`src/rtl/alu_seq_ctrl_pkg.sv`:
```
// Shared encodings for the ALU command sequencer: op selects, FSM states and
// flag bit positions inside rsp_flags.
package alu_seq_ctrl_pkg;

  localparam logic [1:0] SEL_ADD = 2'b00;
  localparam logic [1:0] SEL_SUB = 2'b01;
  localparam logic [1:0] SEL_AND = 2'b10;
  localparam logic [1:0] SEL_CMP = 2'b11;

  typedef enum logic [1:0] {
    ST_IDLE = 2'b00,
    ST_EXEC = 2'b01,
    ST_RESP = 2'b10
  } state_t;

  localparam int FLAG_EQ = 2;
  localparam int FLAG_GT = 1;
  localparam int FLAG_LT = 0;

endpackage

```
`src/rtl/alu_seq_cnt.sv`:
```
// CNT_W event counter with enable; SATURATE selects hold-at-all-ones
// instead of wrapping. Synchronous active-high reset clears it.
module alu_seq_cnt #(
  parameter int CNT_W    = 8,
  parameter bit SATURATE = 1'b0
) (
  input  logic             clk,
  input  logic             rst,
  input  logic             i_en,
  output logic [CNT_W-1:0] o_count
);

  logic [CNT_W-1:0] r_count;
  logic             w_hold;

  assign w_hold = SATURATE && (&r_count);

  always_ff @(posedge clk) begin
    if (rst)                  r_count <= '0;
    else if (i_en && !w_hold) r_count <= r_count + CNT_W'(1);
  end

  assign o_count = r_count;

endmodule

```
`src/rtl/alu_seq_ctrl.sv`:
```
// Command sequencer in front of four_bit_ALU: accept, hold operands for
// SETTLE_CYCLES, capture, respond. ALU_SEQ_CTRL_OVF_CNT_EN builds ovf_cnt.
module alu_seq_ctrl
  import alu_seq_ctrl_pkg::*;
#(
  parameter int SETTLE_CYCLES = 1,
  parameter int CNT_W         = 8
) (
  input  logic             clk,
  input  logic             rst,
  input  logic             cmd_valid,
  output logic             cmd_ready,
  input  logic [1:0]       cmd_sel,
  input  logic [3:0]       cmd_a,
  input  logic [3:0]       cmd_b,
  input  logic             cmd_chain,
  output logic [3:0]       alu_a,
  output logic [3:0]       alu_b,
  output logic [1:0]       alu_sel,
  input  logic [4:0]       alu_y_addsub,
  input  logic [3:0]       alu_y_and,
  input  logic             alu_eq,
  input  logic             alu_gt,
  input  logic             alu_lt,
  output logic             rsp_valid,
  input  logic             rsp_ready,
  output logic [4:0]       rsp_data,
  output logic [2:0]       rsp_flags,
  output logic             busy,
  output logic [CNT_W-1:0] op_cnt,
  output logic [CNT_W-1:0] ovf_cnt
);

  localparam int SETTLE_W = (SETTLE_CYCLES > 1) ? $clog2(SETTLE_CYCLES) : 1;

  if (SETTLE_CYCLES < 1) begin : g_badSettle
    $error("alu_seq_ctrl: SETTLE_CYCLES must be >= 1");
  end

  state_t              r_state, w_nextState;
  logic [SETTLE_W-1:0] r_settleCnt;
  logic [3:0]          r_aluA, r_aluB;
  logic [1:0]          r_aluSel;
  logic [4:0]          r_rspData;
  logic [2:0]          r_rspFlags;
  logic [4:0]          w_result;
  logic [2:0]          w_flags;
  logic                w_cmdReady, w_accept, w_capture, w_handshake;

  // Held low while rst is asserted so the requester never sees ready during reset
  assign w_cmdReady = (r_state == ST_IDLE) && !rst;

  always_ff @(posedge clk) begin
    if (rst) r_state <= ST_IDLE;
    else     r_state <= w_nextState;
  end

  always_comb begin
    w_nextState = r_state;
    w_accept    = 1'b0;
    w_capture   = 1'b0;
    w_handshake = 1'b0;
    case (r_state)
      ST_IDLE: if (cmd_valid && w_cmdReady) begin
        w_accept    = 1'b1;
        w_nextState = ST_EXEC;
      end
      ST_EXEC: if (r_settleCnt == '0) begin
        w_capture   = 1'b1;
        w_nextState = ST_RESP;
      end
      ST_RESP: if (rsp_ready) begin
        w_handshake = 1'b1;
        w_nextState = ST_IDLE;
      end
      default: w_nextState = ST_IDLE;
    endcase
  end

  always_ff @(posedge clk) begin
    if (rst)                                       r_settleCnt <= '0;
    else if (w_accept)                             r_settleCnt <= SETTLE_W'(SETTLE_CYCLES - 1);
    else if (r_state == ST_EXEC && r_settleCnt != '0) r_settleCnt <= r_settleCnt - SETTLE_W'(1);
  end

  always_comb begin
    w_result = '0;
    case (r_aluSel)
      SEL_ADD, SEL_SUB: w_result = alu_y_addsub;
      SEL_AND:          w_result = {1'b0, alu_y_and};
      default:          w_result = '0;
    endcase
    w_flags          = '0;
    w_flags[FLAG_EQ] = alu_eq;
    w_flags[FLAG_GT] = alu_gt;
    w_flags[FLAG_LT] = alu_lt;
  end

  // r_rspData doubles as last_result for chained operands
  always_ff @(posedge clk) begin
    if (rst) begin
      r_aluA     <= '0;
      r_aluB     <= '0;
      r_aluSel   <= '0;
      r_rspData  <= '0;
      r_rspFlags <= '0;
    end else begin
      if (w_accept) begin
        r_aluSel <= cmd_sel;
        r_aluB   <= cmd_b;
        r_aluA   <= cmd_chain ? r_rspData[3:0] : cmd_a;
      end
      if (w_capture) begin
        r_rspData  <= w_result;
        r_rspFlags <= w_flags;
      end
    end
  end

  alu_seq_cnt #(.CNT_W(CNT_W), .SATURATE(1'b0)) u_opCnt (
    .clk     (clk),
    .rst     (rst),
    .i_en    (w_handshake),
    .o_count (op_cnt)
  );

`ifdef ALU_SEQ_CTRL_OVF_CNT_EN
  logic w_ovfEvent;
  assign w_ovfEvent = w_capture && (r_aluSel == SEL_ADD) && alu_y_addsub[4];

  alu_seq_cnt #(.CNT_W(CNT_W), .SATURATE(1'b1)) u_ovfCnt (
    .clk     (clk),
    .rst     (rst),
    .i_en    (w_ovfEvent),
    .o_count (ovf_cnt)
  );
`else
  assign ovf_cnt = '0;
`endif

  assign cmd_ready = w_cmdReady;
  assign alu_a     = r_aluA;
  assign alu_b     = r_aluB;
  assign alu_sel   = r_aluSel;
  assign rsp_valid = (r_state == ST_RESP);
  assign rsp_data  = r_rspData;
  assign rsp_flags = r_rspFlags;
  assign busy      = (r_state != ST_IDLE);

endmodule
```
`config.mk`:
```
export PLATFORM = sky130hd
export DESIGN_NAME = alu_seq_ctrl
export DESIGN_NICKNAME = d
export VERILOG_FILES = /design/src/rtl/alu_seq_ctrl_pkg.sv /design/src/rtl/alu_seq_cnt.sv /design/src/rtl/alu_seq_ctrl.sv
export SDC_FILE = /design/constraint.sdc
export NUM_CORES = 1
export LEC_CHECK = 0
export CORE_MARGIN = 2
export CORE_UTILIZATION = 43
export DETAILED_ROUTE_END_ITERATION = 12
export PLACE_DENSITY = 0.84
export SLEW_MARGIN = 40
export SYNTH_ARGS = -nofsm -noshare
export SYNTH_HDL_FRONTEND = slang
export SYNTH_SLANG_ARGS = --single-unit
export TNS_END_PERCENT = 5
```
`constraint.sdc`:
```
create_clock -name clk -period 2.1 [get_ports clk]
set_input_delay 0.42 -clock clk [delete_from_list [all_inputs] [get_ports clk]]
set_output_delay 0.42 -clock clk [all_outputs]
set_load 0.03 [all_outputs]
```
==> results of run 1 <==
-- cell usage after synthesis --
| master | n |
|---|---|
| inv_1 | 2 |
| nand4_1 | 1 |
| xor2_1 | 2 |
| nand2b_1 | 7 |
| nand2_1 | 7 |
| and3b_1 | 1 |
| nor3_1 | 1 |
| o21ai_1 | 2 |
| ha_1 | 1 |
| nor3b_4 | 1 |
| nand3b_4 | 1 |
| or4_1 | 3 |
| o21ai_0 | 6 |
| dfxtp_1 | 29 |
| nor2b_1 | 6 |
| nand4b_1 | 1 |
| nor2_1 | 16 |
| buf_2 | 1 |
| clkbuf_1 | 4 |
| o21bai_1 | 1 |
| mux2i_1 | 9 |
| conb_1 | 1 |
| o31ai_1 | 3 |
| buf_6 | 1 |
| nor4b_2 | 1 |
| or2_2 | 1 |
| a211oi_1 | 8 |
| nand3_1 | 4 |
| a21oi_1 | 11 |
| nand3b_1 | 1 |
| buf_4 | 10 |
| or3_1 | 2 |
| buf_1 | 1 |
-- worst reg2reg max path, cell delays in order (launching register included) --
cell	delay (ps)
dfxtp_1	480
nor3b_4	590
nor2_1	90
a211oi_1	250
-- final cells by class --
| class | count | area (um^2) |
|---|---|---|
| multi-input combinational | 105 | 654.4 |
| fill | 252 | 1089 |
| sequential | 29 | 580.6 |
| timing repair buffer | 59 | 579.3 |
| inverter | 2 | 7.507 |
| clock buffer | 6 | 41.29 |
| clock inverter | 2 | 10.01 |
| tap | 33 | 41.29 |
-- stage by stage --
stage	setup slack [ps]	std cells	hold slack, ps	power (W)
CTS	71.25	236	484.1	0.001206
finish	165.9	236	483.8	0.001196
global placement	267.9	228	453.0	0.0008856
floorplan	418.0	153	528.6	0.0007802
detailed placement	196.8	228	468.7	0.0008925
global route	97.95	236	527.6	0.001257
-- state kept, by name (all words and copies together) (netlist names) --
register and cells:
alu_sel 2, alu_b 4, r_settleCnt 1, r_state 2, rsp_data 5, u_opCnt.o_count 8
rsp_flags 3, alu_a 4
-- how the worst max path moves through the flow --
stage                         endpoint  slack, ps  depth (start not counted)
finish                      alu_sel[1]        170                          1
global route                alu_sel[1]        100                          1
CTS                          rsp_valid         70                          2
detailed placement  u_opCnt.o_count[5]        200                          4
global placement    u_opCnt.o_count[7]        270                          4
floorplan                    cmd_ready        420                          3
-- repair_timing --
item                                    in CTS  in global routing
endpoints found under the setup margin       1                  1
resized for setup                            1                  1
hold endpoints to repair                     0                  0
-- routing by layer --
metal	global-route usage [%]	up-vias	wire length, um
li1	-	603	-
met1	18.89	551	1218
met2	33.59	44	1559
met3	8.079	8	214
met4	6.349	0	57
met5	0	-	0
-- logic make-up (layout without fill, tap and decap cells) --
kind of cell,Yosys count,in the layout,share of synthesized area [%]
buffers and inverters,19,69,8.867
DFF,29,29,43.77
muxes,9,9,6.793
adders and majority gates,1,1,0.9432
xor gates and xnor gates,2,2,1.321
and+or+nand+nor,54,54,24.06
other,1,8,0.2827
AOI/OAI and AO/OA,31,31,13.96
-- where the power goes --
| group | internal [W] | switching, W | total (W) |
|---|---|---|---|
| registers | 0.000577 | 0.0000213 | 0.000598 |
| logic | 0.000131 | 0.000148 | 0.000279 |
| clock network | 0.000127 | 0.000191 | 0.000318 |
| total | 0.000835 | 0.000360 | 0.00120 |
==> metrics.txt, run 1 <==
status=finished clean; min Tclk post-route=1934 ps; drt first-iter violations=22; utilization after layout=63.75%; Fin Clk Skew=4.825 ps; die area=0.003544 mm^2; WL final=3.050 mm; final number of setup-violating endpoints=0; Hold Path Depth=2; synth unique cells=33; worst reg2reg path endpoint=rsp_data[1]; HP Class=reg2reg; CP arrival=1510 ps; first drt pass iteration count=4; reg2reg setup slack=590 ps; wire per inst=12.92 um; TNS Setup=0 ps; Seq cells post-synth=29; Power per Cell Area=624.6 mW/mm^2; hold path endpoint=alu_b[0]; syn_area_per_cell=9.084 um^2; Routed Antenna Nets=0; postcts setup bufs=0; fin crit share=92.10%; critical path cell sequence=clkdlybuf4s50_1; Detailed Place HPWL=2.335 mm; crit start category=register; diode count=0; GP Congestion=0.7316; CP startpoint=alu_sel[1]; worst slew pin tran=596.0 ps; Required @ worst endpoint=1680 ps; Critical path buffers and inverters=1; share of cells above drive strength 1=7.882%; Synth-to-Final Area Change=44.34%; largest net degree at the start of global routing=21; CTS Root Cell=clkbuf_4; Crit path largest cell delay=720 ps; vias per cell=5.110; placement-stage cell area=0.001862 mm^2; first-pass GRT wire length=4.947 mm; Clock Latency Late Sink=320 ps; Total Routing Usage GR=18.56%; Worst Reg-to-Reg Cells=3; Syn. warnings=0; Leak Pwr=0.7464 nW; ranking of synthesized cells by area=dfxtp_1, mux2i_1, buf_4; initial antenna violation count=0; CTS sink cnt=29; die height=59.54 um; slew margin rel.=60.23%; initial core utilization=44.17%; Vias=1206; FF-to-FF Start=r_state[0]; most frequent cells in the layout=clkdlybuf4s50_1, dfxtp_1, nor2_1, a21oi_1, mux2i_1; Slowest cell on crit path=clkdlybuf4s50_1; worst vdd ir=0.0004356 V; worst-path fanout max=8; CP Capture Type=output pin; final net count=230; most common cell after layout, fill and taps aside=clkdlybuf4s50_1; Post-CTS Hold Fix Bufs=0; largest area contributor in the netlist=dfxtp_1; cts bufs inserted=5; vias in the first global route=1207; IO Count=64; Hold Fails Final Rpt=0; Placeable Area=0.003003 mm^2; top cell type's share of synthesized area=43.77%; Worst-path clk slew=90 ps; DRC Markers=0; CTS tree=done; max_cap viols=0; I/O Buffers=55; crit-path leading delay family=buffers and inverters; RSZ-0062 raised after global routing=false; crit path kind=reg2out; Die Wd=59.54 um; synthesized cell area=0.001326 mm^2; final-report max-slew violation count=0; gate count of the mapped netlist=146; post-route cell area=0.001914 mm^2; register area share after synthesis=43.77%; Max clock buf depth=2; Max H-tree Level=2; Hold Crit Start=alu_b[0]; Core Rows=20; Max Freq=517.0 MHz; GRT overflow=0
Power figures use the tool's default switching activity.
==> inputs of run 2 (changes only) <==
- SLEW_MARGIN: 40 -> unset
==> results of run 2 <==
Final layout, timing and power as in run 1 (identical DEF).
==> inputs of run 3 (changes only) <==
- CAP_MARGIN: unset -> 20
- CORE_MARGIN: 2 -> unset
- GPL_ROUTABILITY_DRIVEN: unset -> 0
==> run 3 against run 2 <==
  * The flow now finishes with violations (DRC)
  * Global-route usage increased by 0.25 points
  * Cell count is 0.85% lower
  * Register-to-register slack gained 20 ps
  * Worst hold slack worse by 4.0 ps
  * Clock skew grew 10 ps
  * Count of clock-buffer cells in the layout rose by 1
  * Utilization is 4.2 points higher
  * Largest power group unchanged
==> metrics.txt, run 3 (same netlist as run 1, synthesis figures left out) <==
Clock Latency Late Sink=320 ps (about the same); worst vdd ir=0.0004070 V (-6.6%); worst-path fanout max=8 (unchanged); WHS=479.8 ps (-4.032 ps); Leak Pwr=0.7311 nW (-2.0%); Max clock buf depth=2 (unchanged); die height=57.54 um (-3.4%); CTS sink cnt=29 (unchanged); DRC Markers=4 (+4); initial core utilization=46.88% (+2.7 points); largest net degree at the start of global routing=18 (-14%); critical path cell sequence=or2_2 > clkdlybuf4s50_1; Detailed Place HPWL=2.275 mm (-2.6%); max_cap viols=0 (unchanged); Max Freq=501.4 MHz (-3.0%); WL final=2.918 mm (-4.3%); first-pass GRT wire length=4.788 mm (-3.2%); vias per cell=5.107 (about the same); I/O Buffers=55 (unchanged); status=finished with violations; CTS Root Cell=clkbuf_4; most common cell after layout, fill and taps aside=clkdlybuf4s50_1; Worst-path clk slew=90 ps (about the same); Hold Fails Final Rpt=0 (unchanged); HP Class=reg2reg; crit start category=register; initial antenna violation count=0 (unchanged); IO Count=64 (unchanged); pre-CTS setup slack=183.5 ps (-13.27 ps); Placeable Area=0.002829 mm^2 (-5.8%); cts bufs inserted=5 (unchanged); CP Capture Type=output pin; crit-path leading delay family=buffers and inverters; Core Rows=19 (-5.0%); final net count=231 (+0.43%); Largest register FFs=8 (unchanged); min Tclk post-route=1995 ps (+60.39 ps); GRT overflow=0 (unchanged); Critical path buffers and inverters=1 (unchanged); CP arrival=1570 ps (+60 ps); Max H-tree Level=2 (unchanged); Pwr Total=0.001216 W (+1.7%); Power per Cell Area=632.5 mW/mm^2 (+1.3%); violated checks=DRC; Fin Clk Skew=14.91 ps (+10.08 ps); Required @ worst endpoint=1680 ps (about the same); postcts setup bufs=0 (unchanged); TNS Setup=0 ps (unchanged); crit path kind=reg2out; Vias=1195 (-0.91%); CTS tree=done; fin crit share=94.98% (+2.9 points); diode count=0 (unchanged); share of cells above drive strength 1=8.374% (+0.49 points); first drt pass iteration count=8 (+4); Synth-to-Final Area Change=45.00%; die area=0.003310 mm^2 (-6.6%); final number of setup-violating endpoints=0 (unchanged); drt first-iter violations=47 (+110%); vias in the first global route=1132 (-6.2%); final-report max-slew violation count=0 (unchanged); RSZ-0062 raised after global routing=false; Die Wd=57.54 um (-3.4%); slew margin rel.=61.23% (+1.0 points); Slowest cell on crit path=clkdlybuf4s50_1; worst slew pin tran=580.9 ps (-15.01 ps); most frequent cells in the layout=clkdlybuf4s50_1, dfxtp_1, nor2_1, a21oi_1, mux2i_1; Total Routing Usage GR=18.81% (+0.25 points); Routed Antenna Nets=0 (unchanged); Final WS setup=105.5 ps (-60.39 ps); Crit path largest cell delay=600 ps (-120 ps); wire per inst=12.47 um (-3.5%)
run 3: cell count changes in the layout (fill, tap and decap cells not counted), sizes merged:
cell,previous run,this run
clkdlybuf4s50,52,54
clkinv,2,0
buf,5,6
clkbuf,6,7
dlygate4sd2,1,0
dlymetal6s2s,1,0
run 3: final timing paths:
kind                      start            endpoint  slack (ps)  cells past startpoint
min                    alu_b[0]            alu_b[0]         480                      2
max                  r_state[0]                busy         110                      2
max reg2reg  u_opCnt.o_count[0]  u_opCnt.o_count[6]         610                      4
min reg2reg            alu_b[0]            alu_b[0]         480                      2
run 3: metal layers:
metal,share of wire (%),up-vias,global-route usage [%]
li1,-,605,-
met5,0,-,0
met2,49,59,32.23
met3,8.3,4,7.710
met4,0.79,0,6.969
met1,42,527,20.79
run 3: worst min-delay path, delay by kind of cell, from the launching register on:
family	cells	cell delay, ps
flops	1	320
simple gates	1	70
compound gates	1	50
run 3: layout make-up:
cell class,count,area (um^2)
clock buffer,7,55.05
inverter,2,7.507
multi-input combinational,105,654.4
sequential,29,581.8
tap,31,38.79
timing repair buffer,60,585.6
fill,249,905.9
run 3: what timing repair did:
action                                  CTS  global route
endpoints found under the setup margin    0             1
gates resized for setup                   0             1
hold endpoints to repair                  0             0
hold buffers                              0             0
run 3: report_power, final:
part | switching, W | total, W | internal (W)
Clock | 0.000179 | 0.000336 | 0.000158
Sequential | 0.0000217 | 0.000599 | 0.000577
Combinational | 0.000147 | 0.000281 | 0.000134
Total | 0.000347 | 0.00122 | 0.000869
run 3: metrics by stage:
stage / utilization [%] / area (um^2) / std cells
floorplan: - / 1353 / 153
global placement: 65.99 / 1867 / 227
detailed placement: 65.99 / 1867 / 227
CTS: 67.93 / 1922 / 234
global route: 67.98 / 1923 / 234
finish: 67.98 / 1923 / 234
